File: src/rtl/ysyx_25060170_ifu.sv
// ysyx_25060170_ifu: instruction fetch unit.
// Owns the PC, fetches one instruction at a time over a valid/ready request
// channel with a variable-latency response, and holds it for decode.
// Optional build macro IFU_PERF_CNT_EN adds fetch/stall performance counters.
module ysyx_25060170_ifu #(
  parameter logic [31:0] RESET_PC   = 32'h8000_0000,
  parameter logic [31:0] ALIGN_MASK = 32'hFFFF_FFFC
) (
  input  logic        clk,
  input  logic        rst_n,
  output logic        imem_req_valid,
  input  logic        imem_req_ready,
  output logic [31:0] imem_req_addr,
  input  logic        imem_rsp_valid,
  input  logic [31:0] imem_rsp_data,
  output logic        inst_valid_o,
  input  logic        inst_ready_i,
  output logic [31:0] inst_o,
  output logic [31:0] pc_o,
  input  logic        redirect_valid_i,
  input  logic [31:0] redirect_pc_i,
  input  logic        flush_i,
  input  logic [31:0] flush_pc_i,
  input  logic        halt_i
`ifdef IFU_PERF_CNT_EN
  ,
  output logic [31:0] perf_fetch_cnt,
  output logic [31:0] perf_stall_cnt
`endif
);

  typedef enum logic [1:0] {S_REQ, S_WAIT, S_HOLD, S_STOP} state_t;

  state_t      state;
  logic [31:0] pc;
  logic [31:0] pend_pc;   // restart target once the in-flight response is dropped
  logic        drop;      // exactly one outstanding response must be discarded
  logic [31:0] flush_tgt;
  logic [31:0] redir_tgt;

  assign flush_tgt     = flush_pc_i & ALIGN_MASK;
  assign redir_tgt     = redirect_pc_i & ALIGN_MASK;
  assign imem_req_addr = pc;

  // Fetch FSM; every output except the address is a register.
  always_ff @(posedge clk or negedge rst_n) begin
    if (!rst_n) begin
      state          <= S_REQ;
      pc             <= RESET_PC;
      pend_pc        <= '0;
      drop           <= 1'b0;
      imem_req_valid <= 1'b0;
      inst_valid_o   <= 1'b0;
      inst_o         <= '0;
      pc_o           <= RESET_PC;
    end else begin
      case (state)
        S_REQ: begin
          if (imem_req_valid) begin
            // Mid-handshake: address must stay put, so a flush is deferred
            // by marking the response of this request for dropping.
            if (flush_i) begin
              drop    <= 1'b1;
              pend_pc <= flush_tgt;
            end
            if (imem_req_ready) begin
              imem_req_valid <= 1'b0;
              state          <= S_WAIT;
            end
          end else if (flush_i) begin
            pc             <= flush_tgt;
            imem_req_valid <= 1'b1;
          end else if (halt_i) begin
            state <= S_STOP;
          end else begin
            imem_req_valid <= 1'b1;
          end
        end
        S_WAIT: begin
          if (imem_rsp_valid) begin
            if (drop || flush_i) begin
              drop           <= 1'b0;
              pc             <= flush_i ? flush_tgt : pend_pc;
              imem_req_valid <= 1'b1;
              state          <= S_REQ;
            end else begin
              inst_o       <= imem_rsp_data;
              pc_o         <= pc;
              inst_valid_o <= 1'b1;
              state        <= S_HOLD;
            end
          end else if (flush_i) begin
            drop    <= 1'b1;
            pend_pc <= flush_tgt;
          end
        end
        S_HOLD: begin
          if (flush_i) begin
            inst_valid_o   <= 1'b0;
            pc             <= flush_tgt;
            imem_req_valid <= 1'b1;
            state          <= S_REQ;
          end else if (inst_ready_i) begin
            inst_valid_o <= 1'b0;
            pc           <= redirect_valid_i ? redir_tgt : pc + 32'd4;
            if (halt_i) begin
              state <= S_STOP;
            end else begin
              imem_req_valid <= 1'b1;
              state          <= S_REQ;
            end
          end
        end
        S_STOP: begin
          if (flush_i) begin
            pc             <= flush_tgt;
            imem_req_valid <= 1'b1;
            state          <= S_REQ;
          end
        end
        default: state <= S_REQ;
      endcase
    end
  end

`ifdef IFU_PERF_CNT_EN
  // Performance counters: delivered instructions and fetch-side stall cycles.
  always_ff @(posedge clk or negedge rst_n) begin
    if (!rst_n) begin
      perf_fetch_cnt <= '0;
      perf_stall_cnt <= '0;
    end else begin
      if (inst_valid_o && inst_ready_i)
        perf_fetch_cnt <= perf_fetch_cnt + 32'd1;
      if (state == S_WAIT || (state == S_HOLD && !inst_ready_i))
        perf_stall_cnt <= perf_stall_cnt + 32'd1;
    end
  end
`endif

endmodule
File: config.mk
export PLATFORM = sky130hd
export DESIGN_NAME = ysyx_25060170_ifu
export DESIGN_NICKNAME = d
export VERILOG_FILES = /design/src/rtl/ysyx_25060170_ifu.sv
export SDC_FILE = /design/constraint.sdc
export NUM_CORES = 1
export LEC_CHECK = 0
export ABC_AREA = 1
export CAP_MARGIN = 15
export CORE_AREA = 2 2 125 127
export DETAILED_ROUTE_END_ITERATION = 16
export DIE_AREA = 0 0 127 129
export PLACE_DENSITY = 0.79
export SYNTH_ARGS = -nofsm -noshare
export SYNTH_HDL_FRONTEND = slang
export SYNTH_SLANG_ARGS = --single-unit
File: constraint.sdc
create_clock -name clk -period 2.6 [get_ports clk]
set_input_delay 0.39 -clock clk [delete_from_list [all_inputs] [get_ports clk]]
set_output_delay 0.39 -clock clk [all_outputs]
set_load 0.01 [all_outputs]
==> key figures <==
STA
  • Setup TNS: 0 ns
  • Worst-Margin Slew: 0.645 ns
  • Unrepaired setup endpoints after global routing: no
  • Layout Skew: 0.00561 ns
  • Final Setup Violations: 0
  • Final min period: 2.16 ns
  • Final Hold Viols: 0
  • Slew Limit Fails: 0
  • Slew HR: 56.9%
  • Fin crit share: 82.9%
  • FMAX: 0.464 GHz

Finish
  • Fin util: 66.4%
  • Area taken by multi-input logic gates: 3290 um2
  • Inserted Diodes: 0
  • Layout cell share with drive strength beyond 1: 10.7%
  • Final #Nets: 1,203
  • Reg area: 3330 um2
  • Most frequent cells in the layout: nand2_1 (261), clkdlybuf4s50_1 (196), dfrtp_1 (131)
  • Most common cell after layout, fill and taps aside: nand2_1
  • P&R area growth vs syn: 40.2%
  • Filler instances: 1,217

Floorplan
  • Die X: 127 um
  • Die footprint: 16,400 um2
  • Core Region: 15,000 um2
  • Die height: 129 um
  • Num rows: 45
  • I/O Pins: 202
  • Starting Density: 47.4%

Worst setup path
  • Setup crit end kind: flop
  • R2r setup slk: 0.44 ns
  • RR Startpoint: state[0]
  • Crit path launch: state[0]
  • Crit Path Class: flop to flop
  • Critical R2R Capture: imem_req_addr[21]
  • Crit-path max FO: 26
  • Crit path max-delay cell type: dfrtp_1
  • Reg2Reg Depth: 11
  • Worst EP required: 2.91 ns
  • Cell mode on critical path: nand2_1
  • Crit path DAT: 2.46 ns
  • CP Launch Type: flop
  • Largest stage delay on the critical path: 0.41 ns
  • Cell Chain, Critical Path: inv_1, ha_1, nand2_2, nor2_1, nor2_2, nand2_1, or2_1, buf_4, nor2_1, nand2_1, nand2_1

Clock tree
  • Deepest clock path buffer count: 2
  • Post-CTS Setup Repair Bufs: 0
  • Root Driver: clkbuf_16
  • TritonCTS clock tree: yes
  • Clk sinks: 133
  • Resize count post-CTS: 0
  • Clk_lat worst skew: 0.42 ns
  • Htree depth: 4
  • TritonCTS buffer count: 17
  • Clk slew on worst S/H paths: 0.06 ns

Min path
  • Hold Path Sink: pc_o[1]
  • Min-Delay Path Class: flop to flop
  • Min-delay src: pc_o[1]
  • Hold depth: 2

Power and ir drop
  • Power per Cell Area: 1240 nW/um2
  • Maximum VDD drop: 0.857 mV
  • Leakage power: 4.39 nW

Yosys
  • Register bit total from synthesis: 133
  • Yosys warning count: 0
  • EDFF count, synth: 0
  • Xor/xnor cell area share of the yosys netlist: 0.370%
  • Library cells used by synthesis: 34
  • Main flop type after synthesis: dfrtp_1
  • Main combinational cell family by area after synthesis: simple AND/OR/NAND/NOR gates
  • Compound-Gate Fraction of Synth Area: 13.5%
  • Mapped Nets: 1,009
  • Post-Synth Adder-Cell Area: 0.882%
  • Mux contribution to synthesized area: 8.41%
  • Sequential share of the synthesized area: 46.9%
  • Mapped Area: 7090 um2
  • Post-Syn Area per Cell: 7.88 um2
  • Mapped Cells: 900
  • Synth async-reset ratio: 100%
  • Simple-Gate Fraction of Synth Area: 23.0%

Job
  • Max-Cap Viols: 0

Place
  • GP Congestion: 0.895
  • Port Buf Inserts: 197
  • HPWL after DPL: 16.1 mm

Drt
  • Antenna Nets Post-Route: 0
  • DR vias/cell: 5.36
  • Pre-antenna DRT Iters: 5
  • DR vias: 6,942
  • Residual DRC: 0
  • Wire per inst: 16.9 um
  • Total wire length: 21.9 mm
  • Iter 0 DRT Violations: 544

Global routing
  • Global-route wire length before repair: 34.1 mm
  • Tot GR Track Use: 27.0%
  • Vias in the first global route: 6,563
  • Largest net degree at the start of global routing: 65
  • Initial antenna violation count: 0
  • Grt ovf: 0

Status
  • Status: completed
==> state kept, by name, indices dropped and copies added (netlist names) <==
signal,flops
inst_valid_o,1
state,2
drop,1
pc_o,32
imem_req_valid,1
pend_pc,32
inst_o,32
imem_req_addr,32
==> where the power goes <==
| part | internal (W) | switching, W |
|---|---|---|
| combinational | 0.00282 | 0.00313 |
| clock | 0.00166 | 0.000906 |
| sequential | 0.00308 | 0.000769 |
| total | 0.00756 | 0.00480 |
==> stage by stage <==
stage               std cells  area (um2)  total power (W)  worst slack (ns)  hold WS, ns
floorplan                 900        7090          0.00708             0.718       0.0944
global placement         1262        9300          0.00957             0.249        0.417
detailed placement       1262        9300          0.00974             0.216        0.414
CTS                      1295        9950           0.0124             0.431        0.486
global route             1295        9950           0.0132             0.239        0.509
finish                   1295        9950           0.0124             0.445        0.481
==> how the worst max path moves through the flow <==
| stage | endpoint | slack [ns] | depth (start not counted) |
|---|---|---|---|
| 5_1_grt | imem_req_addr[21] | 0.24 | 11 |
| 2_1_floorplan | imem_req_addr[17] | 0.72 | 11 |
| 4_1_cts | imem_req_addr[21] | 0.43 | 11 |
| 3_5_place_dp | imem_req_addr[8] | 0.22 | 8 |
| 6_report | imem_req_addr[21] | 0.44 | 11 |
| 3_3_place_gp | imem_req_addr[8] | 0.25 | 8 |
==> area by class of cell <==
| class | instances | area share, % |
|---|---|---|
| inverters | 68 | 2.62 |
| clock inverters | 11 | 1.75 |
| well taps | 188 | 2.36 |
| clock buffers | 21 | 4.63 |
| multi-input cells | 654 | 33.1 |
| flip-flops and latches | 133 | 33.5 |
| repair buffers | 220 | 22.1 |
==> kinds of logic after synthesis <==
kind of cell | after synthesis
xor gates and xnor gates | 3
muxes | 53
DFF | 133
AOI/OAI and AO/OA | 180
adders and majority gates | 5
and+or+nand+nor | 413
buffers and inverters | 113
==> layer usage <==
| layer | share of wire [%] | global-route usage [%] |
|---|---|---|
| met1 | 41 | 34.7 |
| met5 | 0 | 0 |
| met2 | 47 | 44.2 |
| met3 | 9.1 | 6.20 |
| met4 | 3.2 | 11.6 |
==> cell usage after synthesis, types with 2 or more instances <==
master      n  area (um2)
a21boi_0    6        45.0
a21oi_1    53         265
a21oi_2     2        17.5
and2_1      2        12.5
buf_2      11        55.1
buf_4       4        30.0
buf_6       4        45.0
clkbuf_1   26        97.6
dfrtp_1   131        3280
dfstp_2     2        52.6
ha_1        5        62.6
inv_1      65         244
mux2_1      2        22.5
mux2_2     51         574
nand2_1   261         980
nand3_1    40         200
nand4_1     2        12.5
nor2_1    100         375
nor2_2      6        37.5
o211ai_1    5        37.5
o21ai_0    94         470
o21ai_1    12        60.1
o22ai_1     3        18.8
xor2_1      3        26.3
==> critical path, delay by kind of cell (launching register included) <==
family                   cells  cell delay, ns
adder cells (fa/ha/maj)      1            0.34
buffers and inverters        2            0.45
flip-flops                   1            0.41
AND/OR/NAND/NOR              8            0.83
==> timing repair <==
item / 4_1_cts / 5_1_grt
hold buffers: 1 / 0
endpoints found under the setup margin: 0 / 0
endpoints found under the hold margin: 62 / 0
Note: power is estimated with default switching activity, not from simulation.
